===== src/rtl/conv_feeder.sv =====
// conv_feeder
//   Loads KernelSize weight words from the weight memory, then streams a
//   row_in x col_in image from the data memory in raster order (column
//   fastest). Both memories have a one-cycle read latency. Each output word
//   is presented in the cycle after its address is issued.
//
// Optional feature:
//   CONV_FEEDER_PAUSE_EN - adds input 'pause'. While pause is high, no new
//   address is issued and no counter advances. A read already in flight
//   still produces its output word.
//
// Ports:
//   Clk, Rst              clock (rising edge), asynchronous active-high reset
//   start                 one-cycle request, honoured only in IDLE
//   row_in, col_in        image size, latched on an accepted start
//   w_addr / w_rdata      weight memory read port
//   d_addr / d_rdata      data memory read port
//   weight_out/_valid     weight word stream
//   data_out/_valid       data word stream
//   row_count, col_count  position of data_out
//   busy, done            busy while an operation runs; done pulses at the end
//
// State  | meaning
// IDLE   | waiting for start
// LOAD_W | issuing weight addresses 0..KernelSize-1
// STREAM | issuing data addresses 0..row*col-1
// DONE   | last read in flight; next cycle pulses done and returns to IDLE
module conv_feeder #(
    parameter int DataWidth   = 32,
    parameter int InputDim    = 4,
    parameter int KernelSize  = 9,
    parameter int MaxRowWidth = 9,
    parameter int MaxColWidth = 9,
    parameter int AddrWidth   = 18
) (
    input  logic                          Clk,
    input  logic                          Rst,
    input  logic                          start,
    input  logic [MaxRowWidth-1:0]        row_in,
    input  logic [MaxColWidth-1:0]        col_in,
`ifdef CONV_FEEDER_PAUSE_EN
    input  logic                          pause,
`endif
    output logic [AddrWidth-1:0]          w_addr,
    input  logic [InputDim*DataWidth-1:0] w_rdata,
    output logic [AddrWidth-1:0]          d_addr,
    input  logic [InputDim*DataWidth-1:0] d_rdata,
    output logic [InputDim*DataWidth-1:0] weight_out,
    output logic                          weight_valid,
    output logic [InputDim*DataWidth-1:0] data_out,
    output logic                          data_valid,
    output logic [MaxColWidth-1:0]        col_count,
    output logic [MaxRowWidth-1:0]        row_count,
    output logic                          busy,
    output logic                          done
);

    localparam int WordWidth = InputDim * DataWidth;

    localparam logic [1:0] IDLE   = 2'd0;
    localparam logic [1:0] LOAD_W = 2'd1;
    localparam logic [1:0] STREAM = 2'd2;
    localparam logic [1:0] DONE   = 2'd3;

    localparam logic [AddrWidth-1:0]   WLast   = AddrWidth'(KernelSize - 1);
    localparam logic [AddrWidth-1:0]   AddrOne = 1;
    localparam logic [MaxRowWidth-1:0] RowOne  = 1;
    localparam logic [MaxColWidth-1:0] ColOne  = 1;

    logic [1:0]             state;
    logic [AddrWidth-1:0]   addr;
    logic [MaxRowWidth-1:0] row_lat;
    logic [MaxRowWidth-1:0] row_iss;
    logic [MaxColWidth-1:0] col_lat;
    logic [MaxColWidth-1:0] col_iss;
    logic                   w_pend;
    logic                   d_pend;
    logic [WordWidth-1:0]   weight_hold;
    logic [WordWidth-1:0]   data_hold;
    logic                   advance;
    logic                   issue_w;
    logic                   issue_d;
    logic                   last_w;
    logic                   col_wrap;
    logic                   last_d;
    logic                   empty;

`ifdef CONV_FEEDER_PAUSE_EN
    assign advance = ~pause;
`else
    assign advance = 1'b1;
`endif

    assign issue_w  = (state == LOAD_W) && advance;
    assign issue_d  = (state == STREAM) && advance;
    assign last_w   = (addr == WLast);
    assign col_wrap = (col_iss == col_lat - ColOne);
    assign last_d   = col_wrap && (row_iss == row_lat - RowOne);
    assign empty    = (row_lat == '0) || (col_lat == '0);

    // Addresses are driven only while their phase is active so the idle bus
    // reads as zero, including immediately on reset.
    assign w_addr = (state == LOAD_W) ? addr : '0;
    assign d_addr = (state == STREAM) ? addr : '0;

    assign weight_valid = w_pend;
    assign data_valid   = d_pend;

    // The read data arrives in the valid cycle itself; outside valid cycles
    // the last captured word is replayed.
    assign weight_out = w_pend ? w_rdata : weight_hold;
    assign data_out   = d_pend ? d_rdata : data_hold;

    always_ff @(posedge Clk or posedge Rst) begin
        if (Rst) begin
            state       <= IDLE;
            addr        <= '0;
            row_lat     <= '0;
            row_iss     <= '0;
            col_lat     <= '0;
            col_iss     <= '0;
            w_pend      <= 1'b0;
            d_pend      <= 1'b0;
            weight_hold <= '0;
            data_hold   <= '0;
            col_count   <= '0;
            row_count   <= '0;
            busy        <= 1'b0;
            done        <= 1'b0;
        end else begin
            w_pend <= issue_w;
            d_pend <= issue_d;
            done   <= 1'b0;
            if (w_pend) weight_hold <= w_rdata;
            if (d_pend) data_hold <= d_rdata;

            case (state)
                IDLE: begin
                    if (start) begin
                        row_lat <= row_in;
                        col_lat <= col_in;
                        addr    <= '0;
                        row_iss <= '0;
                        col_iss <= '0;
                        busy    <= 1'b1;
                        state   <= LOAD_W;
                    end
                end
                LOAD_W: begin
                    if (advance) begin
                        if (last_w) begin
                            addr  <= '0;
                            state <= empty ? DONE : STREAM;
                        end else begin
                            addr <= addr + AddrOne;
                        end
                    end
                end
                STREAM: begin
                    if (advance) begin
                        // Counts travel with the read so they line up with data_out.
                        col_count <= col_iss;
                        row_count <= row_iss;
                        addr      <= addr + AddrOne;
                        if (col_wrap) begin
                            col_iss <= '0;
                            row_iss <= row_iss + RowOne;
                        end else begin
                            col_iss <= col_iss + ColOne;
                        end
                        if (last_d) state <= DONE;
                    end
                end
                DONE: begin
                    state <= IDLE;
                    busy  <= 1'b0;
                    done  <= 1'b1;
                end
                default: state <= IDLE;
            endcase
        end
    end

endmodule


===== config.mk =====
export PLATFORM = sky130hd
export DESIGN_NAME = conv_feeder
export DESIGN_NICKNAME = d
export VERILOG_FILES = /design/src/rtl/conv_feeder.sv
export SDC_FILE = /design/constraint.sdc
export NUM_CORES = 1
export LEC_CHECK = 0
export CAP_MARGIN = 20
export CORE_AREA = 8 8 224 226
export CTS_BUF_LIST = sky130_fd_sc_hd__clkbuf_16
export DETAILED_ROUTE_END_ITERATION = 7
export DIE_AREA = 0 0 232 234
export PLACE_DENSITY = 0.7
export SLEW_MARGIN = 20
export SYNTH_ARGS = -nofsm -noshare
export SYNTH_HDL_FRONTEND = slang
export SYNTH_SLANG_ARGS = --single-unit

===== constraint.sdc =====
create_clock -name Clk -period 13.21 [get_ports Clk]
set_input_delay 2.642 -clock Clk [delete_from_list [all_inputs] [get_ports Clk]]
set_output_delay 2.642 -clock Clk [all_outputs]
set_load 0.02 [all_outputs]

# ---- Word level (Yosys, flattened, before mapping)
# Index checks and enable logic that the tools add are counted.
dict set report classes {
  add_sub_neg 5
  n_eq_ne 10
  mux 20
  n_reduce_logical 14
}
# operator n
set op_table {}
lappend op_table {{2-to-1 mux 128 bit} 2}
lappend op_table {{2-to-1 mux 18 bit} 4}
lappend op_table {{case mux 18 bit (3 select lines)} 1}
lappend op_table {{case mux 9 bit (2 select lines)} 2}
lappend op_table {{2-to-1 mux 9 bit} 3}
lappend op_table {{adder 18 x 1 -> 18 bit (second input constant)} 1}
lappend op_table {{adder 9 x 1 -> 9 bit (second input constant)} 2}
lappend op_table {{equality test 18 x 4 -> 1 bit (second input constant)} 1}
lappend op_table {{equality test 9 bit} 2}
lappend op_table {{logical NOT 9 bit} 2}
lappend op_table {{subtractor 9 x 1 -> 9 bit (second input constant)} 2}
lappend op_table {{case mux 2 bit (4 select lines)} 1}
lappend op_table {{AND reduction 2 bit} 4}
lappend op_table {{2-to-1 mux 2 bit} 3}
lappend op_table {{inequality test 2 x 1 -> 1 bit (second input constant)} 3}
lappend op_table {{AND reduction 3 bit} 2}
lappend op_table {{equality test 2 bit (second input constant)} 2}
lappend op_table {{nonzero test 2 bit} 2}
lappend op_table {{2-to-1 mux 1 bit} 3}
lappend op_table {{nonzero test 3 bit} 1}
lappend op_table {{equality test 2 x 1 -> 1 bit (second input constant)} 1}
lappend op_table {{logical NOT 2 bit} 1}
lappend op_table {{inequality test 2 bit (second input constant)} 1}
lappend op_table {{case mux 1 bit (2 select lines)} 1}
lappend op_table {{2 further kinds} 2}
dict set report word_totals {
  reg_bits 334
  inputBits 277
  output_inout_bits 314
  wordCells 63
}

# ---- Logic depth before layout (Yosys ltp)
dict set report depth {
  word_depth 5
  ltp_mapped 12
  ltp_nobuf 10
}

# ---- Least setup slack after synthesis
# Ideal clock, no wire load.
dict set report synth_timing {
  path_kind {input to output}
  startpoint {input d_rdata[0]}
  endpoint {output data_out[0]}
  arrival_time_ns 2.953
  t_required_ns 10.568
  path_slack_ns 7.615
  path_stages 1
  n_path_buf 0
  path_cell_list {mux2_2}
}
dict set report synth_via {
  elab_chain_cells 1
}
# item line
set synth_rtl {}
lappend synth_rtl {{start: declaration} 47} ;# input logic [InputDim*DataWidth-1:0] d_rdata,
lappend synth_rtl {{2-to-1 mux 128 bit} 112} ;# assign data_out = d_pend ? d_rdata : data_hold;
lappend synth_rtl {{end: declaration} 50} ;# output logic [InputDim*DataWidth-1:0] data_out,
# No other way between the ends.

# ---- Worst setup path after layout
dict set report layout_timing {
  startpoint {input w_rdata[9]}
  endpoint {output weight_out[9]}
}
dict set report layout_via {
  elab_chain_cells 1
}
# item line
set layout_rtl {}
lappend layout_rtl {{start: declaration} 45} ;# input logic [InputDim*DataWidth-1:0] w_rdata,
lappend layout_rtl {{2-to-1 mux 128 bit} 111} ;# assign weight_out = w_pend ? w_rdata : weight_hold;
lappend layout_rtl {{end: declaration} 48} ;# output logic [InputDim*DataWidth-1:0] weight_out,
# No other way between the ends.

==> metrics <==
met2 usage=28.8%; Finished Layout Cells=2,228; Crit path max-delay family=buffers and inverters; Critical Path Sink Type=primary output; clock latency on the worst-skew pair=around 0.54 ns; final setup skew=0.0178 ns; Root Driver=clkbuf_16; critical path launch point=w_rdata[9]; Max Cap Viol=0; via count=10.3k; worst hold path class=flip-flop to flip-flop; Tmin final=6.61 ns; Seq/Total Area, Yosys=60.4%; Worst path slowest cell=clkdlybuf4s50_1; layout cells sized above 1=around 23%; GRT busiest layer=met2; type of origin of the critical path=input port; port buffer count=590; Synthesized Nets=1,286; Critical path buffers and inverters=2; WS Path Type=input port to primary output; RSZ-0062 raised after global routing=false; status=complete, no violations; final hold violations=0; P_leak=9.32 nW; FF+latch count, synth=around 330; H-tree levels=2; Netlist cell types=50; DIE HEIGHT=234 um; Die X=between 200 and 250 um; GRT Total Usage=16.8%; Iter 0 DRT Violations=566; Tcrit/Tclk final=about half; critical path fanouts, max=2; routed len/inst=approximately 22 um; GR Layer Usage met3=6.25%; Pwr Density=106 mW/mm^2; drt first pass iters=5; YS warnings=0; Layout area overhead=56.2%; Nets=1,869; Highest Clock Rate=151 MHz; drt via density=4.61; initial antenna violation count=4; Num CTS Buffers=38; crit-path cells=clkdlybuf4s50_1 > mux2_2 > clkdlybuf4s50_1; full die area=between 0.05 and 0.06 sq mm; Final Max Tran Viols=0; max incr delay on CP=0.72 ns; worst-margin pin slew=1.09 ns; setup_tns=0 ns; post-CTS setup repair buffer count=0; HP Start=data_hold[59]$_DFF_PP0_; TritonCTS clock tree=built; Ports=591; Final GP Congestion=about 0.82; fill cell count=between 4k and 5k; Final setup viols=0; Max clock buf depth=3; Worst R2R Start=col_lat[0]$_DFFE_PP0P_; async set or reset register ratio after synthesis=100%; CTS Hold Bufs=0; met1 Resource Use GR=19.8%; Cells after Synth=999; DRT antenna net count=0; normalized max-slew margin=27.6%; Post-Syn Area=0.0138 sq mm; GR Overflow Total=0; post-synthesis area per instance=between 10 and 15 sq um; peak supply drop=0.0895 mV; count of cells resized by post-cts repair=0; Post-Route WL=48,100 um; largest net degree at the start of global routing=between 100 and 150; number of placed cells counting well taps=2,157; Worst EP arrival=3.97 ns; worst endpoint required time=around 11 ns; Clock Pin Slew Worst Setup and Hold Paths=0.06 ns; EDFF count, synth=0; CORE AREA=between 0.04 and 0.05 sq mm; first-pass GRT wire length=70,400 um; most used cell, CP=clkdlybuf4s50_1; site row count=80; Main synth FF type=dfrtp_1; DP Wirelength=36,900 um; TritonCTS Sinks=334; Initial Util=29.5%; Final Power=about 2.3 mW; vias in the first global route=10.9k; drc violations=0
==> placed cells by master (no fill, tap or decap), types with 8 or more instances in the layout <==
cell and count:
dfrtp_1 332, clkbuf_16 38, xnor2_1 25, nor2_1 28, nor3_1 11, ha_1 9
nand2_1 45, and2_1 38, mux2_2 293, o21ai_0 39, clkinv_1 10, a22o_1 8
clkinv_2 8, clkdlybuf4s50_1 590, inv_1 13, nand3_1 18, xor2_1 9
==> through the flow <==
| step | worst slack (ns) | cell area [sq um] | hold slack (ns) | utilization [%] |
|---|---|---|---|---|
| 2_1_floorplan | 1.31 | 13800 | 0.503 | - |
| 3_3_place_gp | 6.58 | 20400 | 0.479 | 43.5 |
| 3_5_place_dp | 6.59 | 20400 | 0.483 | 43.5 |
| 4_1_cts | 6.58 | 21600 | 0.497 | 46.1 |
| 5_1_grt | 6.53 | 21600 | 0.503 | 46.1 |
| 6_report | 6.60 | 21600 | 0.493 | 46.1 |
==> kinds of logic (layout without fill, tap and decap cells) <==
| family | after synthesis | after routing | synth area share [%] |
|---|---|---|---|
| xor+xnor | 35 | 35 | 2.27 |
| compound gates | 77 | 77 | 3.55 |
| buf+inv | 66 | 677 | 1.80 |
| flops | 334 | 334 | 60.4 |
| simple gates | 180 | 180 | 6.87 |
| fa+ha+maj | 10 | 10 | 0.905 |
| other cells | 0 | 3 | 0 |
| mux | 297 | 297 | 24.2 |
==> cell type report <==
cell class                      count  area [sq um]  area share [%]
Sequential cell                   334          8370            38.7
Timing Repair Buffer              597          5970            27.6
Multi-Input combinational cell    599          5220            24.2
Clock buffer                       38           951            4.40
Tap cell                          615           769            3.56
Clock inverter                     30           262            1.21
Inverter                           12          52.6           0.243
Antenna cell                        3          7.51          0.0348
==> routing by layer <==
metal	vias to the layer above	part of all wire, %
met4	4	2.0
met2	368	51
met1	5148	39
met5	-	0.071
li1	4682	-
met3	62	8.6
==> worst paths after layout <==
check	slack, ns	endpoint	cells past startpoint
setup / recovery	6.60	weight_out[9]	3
hold / removal	0.49	data_hold[59]$_DFF_PP0_	1
setup reg to reg	10.36	row_iss[7]$_DFFE_PP0P_	10
hold reg to reg	0.49	data_hold[59]$_DFF_PP0_	1
max in group asynchronous	8.43	data_valid$_DFF_PP0_	4
min in group asynchronous	2.71	weight_hold[23]$_DFF_PP0_	2
==> flip-flops by register name, summed over array words and instances (netlist names) <==
signal / count
row_count: 9
addr: 18
done: 1
col_iss: 9
data_hold: 128
data_valid: 1
weight_hold: 128
weight_valid: 1
col_count: 9
state: 2
busy: 1
col_lat: 9
row_lat: 9
row_iss: 9
==> power by group <==
group / total (mW) / leakage [nW] / internal (mW) / switching (mW)
Combinational: 0.200 / 4.40 / 0.119 / 0.0812
Clock: 1.04 / 0.599 / 0.605 / 0.435
Sequential: 1.05 / 4.32 / 1.04 / 0.00446
Total: 2.29 / 9.32 / 1.77 / 0.520
==> Yosys cell counts (2+ instances only) <==
cell | n | area (sq um)
nor3_1 | 11 | 55.1
clkbuf_1 | 50 | 188
inv_1 | 12 | 45.0
xnor2_1 | 25 | 219
a21oi_1 | 6 | 30.0
and2_1 | 38 | 238
ha_1 | 10 | 125
o31ai_1 | 7 | 52.6
nor4_1 | 6 | 37.5
nor2_1 | 28 | 105
nand3_1 | 18 | 90.1
dfrtp_1 | 334 | 8360
nor4_2 | 3 | 37.5
and3_1 | 6 | 37.5
o21ai_0 | 40 | 200
nor2b_1 | 3 | 18.8
nand3b_1 | 3 | 22.5
nand4_1 | 4 | 25.0
and4_1 | 2 | 17.5
a31oi_1 | 4 | 25.0
buf_1 | 3 | 11.3
nor3b_1 | 2 | 15.0
xor2_1 | 9 | 78.8
nand2b_1 | 2 | 12.5
mux2i_1 | 3 | 30.0
or2_2 | 3 | 18.8
nand2_1 | 45 | 169
mux2_2 | 293 | 3300
a22o_1 | 8 | 70.1
No activity file was read; power rests on OpenSTA's default activity.
